===== config.mk =====
export PLATFORM = sky130hd
export DESIGN_NAME = m_ram_arbiter
export DESIGN_NICKNAME = d
export VERILOG_FILES = /design/src/rtl/m_ram_arb_pkg.sv /design/src/rtl/m_ram_arbiter.sv
export SDC_FILE = /design/constraint.sdc
export NUM_CORES = 1
export LEC_CHECK = 0
export CAP_MARGIN = 20
export CORE_AREA = 2 2 95 97
export CTS_BUF_LIST = sky130_fd_sc_hd__clkbuf_16
export CTS_CLUSTER_SIZE = 10
export DETAILED_ROUTE_END_ITERATION = 12
export DIE_AREA = 0 0 97 99
export PLACE_DENSITY_LB_ADDON = 0.08
export SLEW_MARGIN = 0
export SYNTH_ARGS = -nofsm -noshare
export SYNTH_HDL_FRONTEND = slang
export SYNTH_SLANG_ARGS = --single-unit

===== constraint.sdc =====
create_clock -name FCLK -period 2.3 [get_ports FCLK]
set_clock_uncertainty 0.1 [all_clocks]
set_input_delay 0.46 -clock FCLK [delete_from_list [all_inputs] [get_ports FCLK]]
set_output_delay 0.46 -clock FCLK [all_outputs]
set_load 0.1 [all_outputs]

===== src/rtl/m_ram_arb_pkg.sv =====
// Shared types and constants for the shared-RAM arbiter: FSM states, owner
// encodings and the legal ranges of the timing parameters.
package m_ram_arb_pkg;

    localparam int unsigned ADDR_W = 20;
    localparam int unsigned DATA_W = 16;
    localparam int unsigned WCNT_W = 3;
    localparam int unsigned BCNT_W = 4;

    localparam int unsigned WAIT_CYCLES_MIN = 1;
    localparam int unsigned WAIT_CYCLES_MAX = 7;
    localparam int unsigned SS_BURST_MIN    = 1;
    localparam int unsigned SS_BURST_HI     = 15;

    typedef enum logic [1:0] {
        IDLE   = 2'd0,
        ACCESS = 2'd1,
        DONE   = 2'd2
    } state_t;

    localparam logic [1:0] OWN_NONE = 2'd0;
    localparam logic [1:0] OWN_CPU  = 2'd1;
    localparam logic [1:0] OWN_SS   = 2'd2;

endpackage


===== src/rtl/m_ram_arbiter.sv =====
// Arbitrates the single external RAM port between the 8088 bus interface and
// the Slipstream master, with Slipstream priority and a CPU starvation guard.
module m_ram_arbiter
    import m_ram_arb_pkg::*;
#(
    parameter int unsigned WAIT_CYCLES  = 1,
    parameter int unsigned SS_BURST_MAX = 8
) (
    input  logic                FCLK,
    input  logic                RESET_n,
    input  logic                cpu_req,
    input  logic [ADDR_W-1:0]   cpu_addr,
    input  logic                cpu_we,
    input  logic [7:0]          cpu_wdata,
    output logic                cpu_ack,
    output logic [7:0]          cpu_rdata,
    input  logic                ss_req,
    input  logic [ADDR_W-1:0]   ss_addr,
    input  logic                ss_we,
    input  logic                ss_word,
    input  logic [DATA_W-1:0]   ss_wdata,
    output logic                ss_ack,
    output logic [DATA_W-1:0]   ss_rdata,
    output logic [ADDR_W-1:0]   ABus,
    output logic                Write,
    output logic                Word,
    output logic [DATA_W-1:0]   outRamData,
    input  logic [DATA_W-1:0]   inRamData,
    output logic [1:0]          owner
);

    if (WAIT_CYCLES < WAIT_CYCLES_MIN || WAIT_CYCLES > WAIT_CYCLES_MAX) begin : g_bad_wait
        $error("m_ram_arbiter: WAIT_CYCLES out of range 1..7");
    end
    if (SS_BURST_MAX < SS_BURST_MIN || SS_BURST_MAX > SS_BURST_HI) begin : g_bad_burst
        $error("m_ram_arbiter: SS_BURST_MAX out of range 1..15");
    end

    localparam logic [WCNT_W-1:0] WAIT_LAST = WCNT_W'(WAIT_CYCLES - 1);
    localparam logic [BCNT_W-1:0] BURST_LIM = BCNT_W'(SS_BURST_MAX);

    state_t              r_state;
    logic [WCNT_W-1:0]   r_wait_cnt;
    logic [BCNT_W-1:0]   r_burst_cnt;
    logic                w_burst_full;
    logic                w_grant_ss;

    // Slipstream wins unless it has used up its burst while the CPU waits
    assign w_burst_full = (r_burst_cnt == BURST_LIM);
    assign w_grant_ss   = ss_req && !(w_burst_full && cpu_req);

    // The bus output registers double as the latched transaction fields
    always_ff @(posedge FCLK or negedge RESET_n) begin
        if (!RESET_n) begin
            r_state     <= IDLE;
            r_wait_cnt  <= '0;
            r_burst_cnt <= '0;
            owner       <= OWN_NONE;
            cpu_ack     <= 1'b0;
            ss_ack      <= 1'b0;
            cpu_rdata   <= '0;
            ss_rdata    <= '0;
            ABus        <= '0;
            Write       <= 1'b0;
            Word        <= 1'b0;
            outRamData  <= '0;
        end else begin
            cpu_ack <= 1'b0;
            ss_ack  <= 1'b0;
            case (r_state)
                IDLE: begin
                    if (w_grant_ss) begin
                        owner      <= OWN_SS;
                        ABus       <= ss_addr;
                        Write      <= ss_we;
                        Word       <= ss_word;
                        outRamData <= ss_wdata;
                        r_wait_cnt <= '0;
                        r_state    <= ACCESS;
                    end else if (cpu_req) begin
                        owner      <= OWN_CPU;
                        ABus       <= cpu_addr;
                        Write      <= cpu_we;
                        Word       <= 1'b0;
                        outRamData <= {8'h00, cpu_wdata};
                        r_wait_cnt <= '0;
                        r_state    <= ACCESS;
                    end
                    // Burst count only tracks Slipstream grants taken while the CPU waits
                    if (!cpu_req) begin
                        r_burst_cnt <= '0;
                    end else if (w_grant_ss) begin
                        if (!w_burst_full) begin
                            r_burst_cnt <= BCNT_W'(r_burst_cnt + 4'd1);
                        end
                    end else begin
                        r_burst_cnt <= '0;
                    end
                end
                ACCESS: begin
                    r_wait_cnt <= WCNT_W'(r_wait_cnt + 3'd1);
                    if (r_wait_cnt == WAIT_LAST) begin
                        if (owner == OWN_CPU) begin
                            cpu_ack <= 1'b1;
                            if (!Write) begin
                                cpu_rdata <= inRamData[7:0];
                            end
                        end else begin
                            ss_ack <= 1'b1;
                            if (!Write) begin
                                ss_rdata <= inRamData;
                            end
                        end
                        owner      <= OWN_NONE;
                        ABus       <= '0;
                        Write      <= 1'b0;
                        Word       <= 1'b0;
                        outRamData <= '0;
                        r_state    <= DONE;
                    end
                end
                DONE: begin
                    r_state <= IDLE;
                end
                default: begin
                    r_state <= IDLE;
                end
            endcase
        end
    end

endmodule


# Word-level counts from Yosys, hierarchy flattened
# Cells that the tools add are included.
# totals
out_inout_bits	66
ff_bits	75
input_bits	87
# classes
n_eq_ne	6
bitwise	2
add_sub_neg	2
muxes	34
reduce_logical	12
# ops
cell	count
$mux W20	3
$mux W16	3
$pmux W20 S2	1
$pmux W16 S2	1
$mux W4	3
$mux W1	11
$mux W2	5
$pmux W2 S2	2
$reduce_and A4 Y1	2
$mux W3	2
$ne A3 B3 Y1 const B	2
$pmux W3 S2	1
$reduce_and A2 Y1	3
$add A4 B1 Y4 const B	1
$eq A2 B1 Y1 const B	2
$eq A4 B4 Y1 const B	1
$pmux W1 S2	2
$add A3 B1 Y3 const B	1
$logic_not A3 Y1	1
$reduce_and A3 Y1	1
$logic_and A1 B1 Y1	2
$logic_not A2 Y1	1
$ne A2 B2 Y1 const B	1
$not A1 Y1	2
2 further kinds	2

# Longest topological paths before layout
# Gate-level depths: netlist (run 1).
# logic_depth
depth_word	6
depth_mapped	7

# Worst setup path after synthesis (run 1)
# OpenSTA, ideal clock, no wires.
# synth_path
path_type	register to register
start	register owner[1]
end	register ss_rdata[10]
stages_incl_launch_ff	5
required_ns	2.074
period_less_slack_ns	2.200
arrival_ns	1.974
slack_ns	0.100
n_path_buf	1
setup_time_ns	0.126
cell_sequence	dfrtp_1 nor2b_1 nor3_4 buf_12 mux2_4
# synth_via
elab_chain_len	3
# synth_rtl
element	line	source
start, declared	m_ram_arbiter.sv:29	output logic [1:0] owner
start signal, assigned	m_ram_arbiter.sv:58	owner <= OWN_NONE;
start signal, assigned	m_ram_arbiter.sv:73	owner <= OWN_SS;
start signal, assigned	m_ram_arbiter.sv:81	owner <= OWN_CPU;
$eq A2 B1 Y1	m_ram_arbiter.sv:103	if (owner == OWN_CPU) begin
$not A1 Y1 (no line)	n/a	
$reduce_and A4 Y1 (no line)	n/a	
end signal, assigned	m_ram_arbiter.sv:111	ss_rdata <= inRamData;
end, declared	m_ram_arbiter.sv:23	output logic [DATA_W-1:0] ss_rdata,
# Every way passes these cells.
# A chain may end at the register's enable or synchronous reset.

# Worst setup path after layout (run 1)
# layout_path
start	register r_wait_cnt[0]
end	register ss_rdata[3]
# layout_via
elab_chain_len	2
# layout_rtl
element	line	source
start, declared	m_ram_arbiter.sv:43	logic [WCNT_W-1:0] r_wait_cnt;
start signal, assigned	m_ram_arbiter.sv:101	r_wait_cnt <= WCNT_W'(r_wait_cnt + 3'd1);
$logic_not A3 Y1	m_ram_arbiter.sv:102	if (r_wait_cnt == WAIT_LAST) begin
$reduce_and A4 Y1 (no line)	n/a	
# Every way passes these cells.

==> qor.yml, run 1 <==
status:
  status: "finished, violations left"
  violations: "negative hold slack"
sta:
  min_period_ns: 1.944
  fmax_ghz: 0.5144
  slew_viol_final: 0
  setup_viol: 0
  setup_slack_ns: 0.3558
  tightest_slew_ns: 0.4576
  fin_tns_setup_ns: 0
  max_slew_margin_pct: 69.49
  post-route-period-util_pct: 84.53
  hold_ws_ns: -0.009928
  hold_viol_final: 26
  rsz0062_at_grt: "no"
synth:
  synthesis.nets: 396
  synth_area_um2: 3522
  ys.flop_type: "dfrtp_1"
  synth-seq-area-share_pct: 53.29
  ys_ff_latch: 75
  ys_warn_count: 0
  syn_avg_cell_area_um2: 11.55
  synth_edf_count: 0
  synthCells: 305
  ys_types: 33
  ys_async_sr_fraction_pct: 100.0
clock_network:
  cts_num_sinks: 75
  cts_setup_buffers: 0
  cts_buffer_depth: 2
  cts-htree-levels: 3
  cts_made_buffers: 9
  cts_tree: "done"
  cts-resized-gates: 0
  clk_pin_slew_worst_paths_ns: 0.06
  clock_latency_ns: 0.32
  root_buffer: "clkbuf_16"
  hold_buffers: 0
critical_path:
  crit_path_end_kind: "register"
  critPathKind: "register to register"
  critical_path.max_fanout: 16
  cp.required_ns: 2.40
  cp-start-kind: "register"
  r2r_setup_slack_ns: 0.36
  cp.arrival_ns: 2.05
global_routing:
  grt_max_degree: 43
  gr-total-overflow: 0
  grt_usage_pct: 18.92
  grt_first_pass_wirelength_um: 14750
  antenna_found_initial: 0
  grt_pass1_vias: 3056
finish:
  fin_cells: 562
  syn_to_final_growth_pct: 49.56
  layout-drive-gt1-share_pct: 28.63
  layout.nets: 541
  diodes: 0
routing:
  vias: 2974
  antenna_left: 0
  drt-total-wl_um: 9071
  drc: 0
  vias_per_cell: 5.292
  drtIter0Drc: 85
  first_pass_iters: 4
  wl_per_cell_um: 16.14
place:
  hpwlAfterDp_um: 6348
  preCtsSetupSlack_ns: 0.1658
  dpl.cell_count: 547
  place_congestion: 0.7847
  portBuffers: 152
worst_hold_path:
  hold_class: "primary input to asynchronous set/reset pin"
die:
  rows: 34
  die_x_um: 97
  core_area_um2: 8551
  initial_core_util_pct: 41.19
  die_height_um: 99
  fp.dieArea_um2: 9603
  io_pins: 153
flow_run:
  drv_cap: 0
-- metal layers --
layer,track usage (%),share of wire [%],up-vias
met1,22.80,43,1439
met3,5.887,7.8,5
met2,32.37,49,109
li1,-,-,1421
met4,6.392,0.86,0
met5,0,0,-
-- synthesized netlist by cell type (3+ instances only) --
cell type / n / area share [%]
buf_2: 13 / 1.8
o221ai_1: 29 / 7.2
nand4_1: 31 / 5.5
clkbuf_1: 14 / 1.5
dfrtp_1: 75 / 53
nor3_1: 3 / 0.43
a22o_1: 3 / 0.75
inv_1: 35 / 3.7
a32o_1: 11 / 3.1
nor2_1: 3 / 0.32
mux2_2: 17 / 5.4
mux2_4: 10 / 4.3
nand3_1: 30 / 4.3
ha_1: 4 / 1.4
-- critical path, cell delays in order (launching register included) --
cell and delay (ns):
dfrtp_1 0.40, inv_1 0.08, ha_1 0.24, nand4bb_4 0.19, nor3_4 0.14, buf_4 0.30, mux2_2 0.38
-- cells by family (layout without fill, tap and decap cells) --
group	count (synthesis)	in the layout	synth area share [%]
AO/OA/AOI/OAI	50	50	12.65
flip-flops	75	75	53.29
buffers and inverters	66	215	8.384
multiplexers	27	27	9.698
adder cells (fa/ha/maj)	4	4	1.421
AND/OR/NAND/NOR	83	83	14.56
-- flip-flops by register name (all words and copies together) (netlist names) --
signal,count
ABus,20
outRamData,16
ss_rdata,16
cpu_rdata,8
r_burst_cnt,4
r_wait_cnt,3
owner,2
r_state,2
Word,1
Write,1
cpu_ack,1
ss_ack,1
-- layout make-up --
class                           instances  area (um2)
Clock inverter                          6       57.56
Timing Repair Buffer                  165        1476
Sequential cell                        75        1877
Fill cell                             704        3283
Inverter                               35       131.4
Tap cell                              108       135.1
Multi-Input combinational cell        164        1365
Clock buffer                            9       225.2
-- final timing paths --
check | cells after the start | from | end
min reg2reg | 1 | outRamData[13] | outRamData[13]
min | 1 | RESET_n | ss_rdata[12]
min in group FCLK | 1 | outRamData[13] | outRamData[13]
max | 6 | r_wait_cnt[0] | ss_rdata[3]
max in group asynchronous | 2 | RESET_n | r_wait_cnt[1]
max reg2reg | 6 | r_wait_cnt[0] | ss_rdata[3]
-- through the flow --
stage	instance area [um2]	util, %
6_report	5268	61.60
5_1_grt	5268	61.60
4_1_cts	5268	61.60
3_5_place_dp	4985	58.30
3_3_place_gp	4985	58.30
2_1_floorplan	3522	-
-- placed cells by master (no fill, tap or decap), drive strengths merged --
cell type      instances
clkdlybuf4s50         85
buf                   80
dfrtp                 75
inv                   35
nand4                 31
nand3                 30
o221ai                29
mux2                  27
a32o                  11
clkbuf                 9
nor3                   6
clkinv                 5
ha                     4
a22o                   3
nor2                   3
or2                    3
nor2b                  2
nand2b                 2
and2                   2
nand2                  2
o21ai                  2
nand4bb                1
a31oi                  1
nand4b                 1
a211oi                 1
a221oi                 1
a31o                   1
a211o                  1
bufinv                 1
Power of run 1 is not shown: default switching activity piles up to over one toggle a cycle in this logic, so the estimate is an artifact.
==> run 2, diff against run 1 <==
==> constraint.sdc (replaced) <==
create_clock -name FCLK -period 1.95 [get_ports FCLK]
set_clock_uncertainty 0.1 [all_clocks]
set_input_delay 0.39 -clock FCLK [delete_from_list [all_inputs] [get_ports FCLK]]
set_output_delay 0.39 -clock FCLK [all_outputs]
set_load 0.1 [all_outputs]
==> qor.yml, run 2 (same netlist as run 1, synthesis figures left out) <==
status:
  status: "finished clean"
die:
  core_area_um2: 8551  # unchanged
  die_height_um: 99  # unchanged
  die_x_um: 97  # unchanged
  initial_core_util_pct: 41.19  # unchanged
  io_pins: 153  # unchanged
  fp.dieArea_um2: 9603  # unchanged
  rows: 34  # unchanged
critical_path:
  cp.arrival_ns: 1.93  # -0.12 ns
  cp-start-kind: "register"
  cp.required_ns: 2.06  # -0.34 ns
  crit_path_end_kind: "register"
  crit_chain: "inv_1 -> ha_2 -> nand4bb_4 -> nor3_4 -> buf_12 -> mux2_2"
  crit_family: "flip-flops"
  cp-endpoint: "ss_rdata[14]"
  crit_cells: 6  # unchanged
  critical_path.max_fanout: 16  # unchanged
  r2r_setup_slack_ns: 0.13  # -0.23 ns
  r2r_cells: 6  # unchanged
  timing.critical_path.buf_inv: 2  # unchanged
  r2r-start: "r_wait_cnt[0]"
  cpMaxStageDelayCell: "dfrtp_1"
  rr_endpoint: "ss_rdata[14]"
  setup.worst_path.start: "r_wait_cnt[0]"
  critical_path.max_stage_delay_ns: 0.41  # about the same
  critPathKind: "register to register"
sta:
  rsz0062_at_grt: "no"
  hold_ws_ns: 0.4334  # +0.4433 ns
  min_period_ns: 1.822  # -0.1222 ns
  slew_viol_final: 0  # unchanged
  fmax_ghz: 0.5489  # +6.7%
  post-route-period-util_pct: 93.43  # +8.9 points
  hold_viol_final: 0  # -100%
  setup_viol: 0  # unchanged
  fin_tns_setup_ns: 0  # unchanged
  tightest_slew_ns: 0.4208  # -0.03685 ns
  max_slew_margin_pct: 71.95  # +2.5 points
  setup_slack_ns: 0.1281  # -0.2278 ns
finish:
  layout-drive-gt1-share_pct: 29.63  # +1.0 points
  final_cell_mix: "clkdlybuf4s50_1, dfrtp_1, buf_12"
  mostFrequentLayoutCell: "clkdlybuf4s50_1"
  largest_reg_flops: 20  # unchanged
  fin_cells: 567  # +0.89%
  layout.nets: 545  # +0.74%
  syn_to_final_growth_pct: 75.56
  diodes: 0  # unchanged
  reg.largest.list: "ABus (20), outRamData (16), ss_rdata (16)"
  regMostFlops: "ABus"
worst_hold_path:
  hold_class: "register to register"
  hold_depth: 1
place:
  preCtsSetupSlack_ns: -0.03808  # -0.2039 ns
  portBuffers: 152  # unchanged
  place_congestion: 0.7799  # -0.61%
  dpl.cell_count: 550  # +0.55%
  hpwlAfterDp_um: 6839  # +7.7%
clock_network:
  clk_pin_slew_worst_paths_ns: 0.06  # about the same
  cts_setup_buffers: 0  # unchanged
  cts_buffer_depth: 2  # unchanged
  root_buffer: "clkbuf_16"
  cts_made_buffers: 9  # unchanged
  cts-htree-levels: 3  # unchanged
  clock_latency_ns: 0.33  # about the same
  cts_num_sinks: 75  # unchanged
  cts_tree: "done"
routing:
  first_pass_iters: 4  # unchanged
  drc: 0  # unchanged
  drtIter0Drc: 129  # +52%
  vias: 3063  # +3.0%
  drt-total-wl_um: 9412  # +3.8%
  antenna_left: 0  # unchanged
  vias_per_cell: 5.402  # +2.1%
  wl_per_cell_um: 16.60  # +2.8%
global_routing:
  grt_max_degree: 47  # +9.3%
  grt_pass1_vias: 3103  # +1.5%
  grt_first_pass_wirelength_um: 15410  # +4.5%
  gr-total-overflow: 0  # unchanged
  antenna_found_initial: 0  # unchanged
  grt_usage_pct: 20.01  # +1.1 points
flow_run:
  drv_cap: 0  # unchanged
==> run 2: final cells by class <==
cell class,instances,area (um2)
sequential,75,1881
multi-input combinational,164,1368
tap,108,135.1
inverter,35,131.4
clock buffer,9,225.2
clock inverter,7,83.83
fill,599,2367
timing repair buffer,169,2360
==> run 2: worst reg2reg max path, delay by kind of cell (launching register included) <==
| family | cells | cell delay, ns |
|---|---|---|
| adder cells (fa/ha/maj) | 1 | 0.23 |
| flip-flops | 1 | 0.41 |
| buffers and inverters | 2 | 0.27 |
| AND/OR/NAND/NOR | 2 | 0.36 |
| multiplexers | 1 | 0.35 |
==> run 2: layer usage <==
metal	vias to the layer above	track usage [%]	part of all wire [%]
met3	21	5.035	7.0
met4	0	8.667	2.3
met1	1482	24.16	40
met2	126	34.13	50
met5	-	0	0
li1	1434	-	-
==> run 2: stage by stage <==
step,instance area [um2],util [%]
global placement,5862,68.55
finish,6183,72.31
floorplan,3526,-
detailed placement,5862,68.55
CTS,6181,72.29
global route,6183,72.31
==> run 2: worst min path at each step <==
stage	start	end	slack, ns
floorplan	RESET_n	ABus[0]	-0.006
global placement	RESET_n	ss_rdata[11]	0.24
detailed placement	RESET_n	ss_rdata[9]	0.26
CTS	r_wait_cnt[1]	r_wait_cnt[1]	0.43
global route	RESET_n	ss_rdata[11]	0.47
finish	r_wait_cnt[1]	r_wait_cnt[1]	0.43
==> run 2: repair_timing <==
item | 4_1_cts | 5_1_grt
hold buffers | 1 | 0
gates resized for setup | 0 | 1
hold endpoints to repair | 29 | 0
setup endpoints to repair | 0 | 4
Power of run 2 is left out for the same reason.
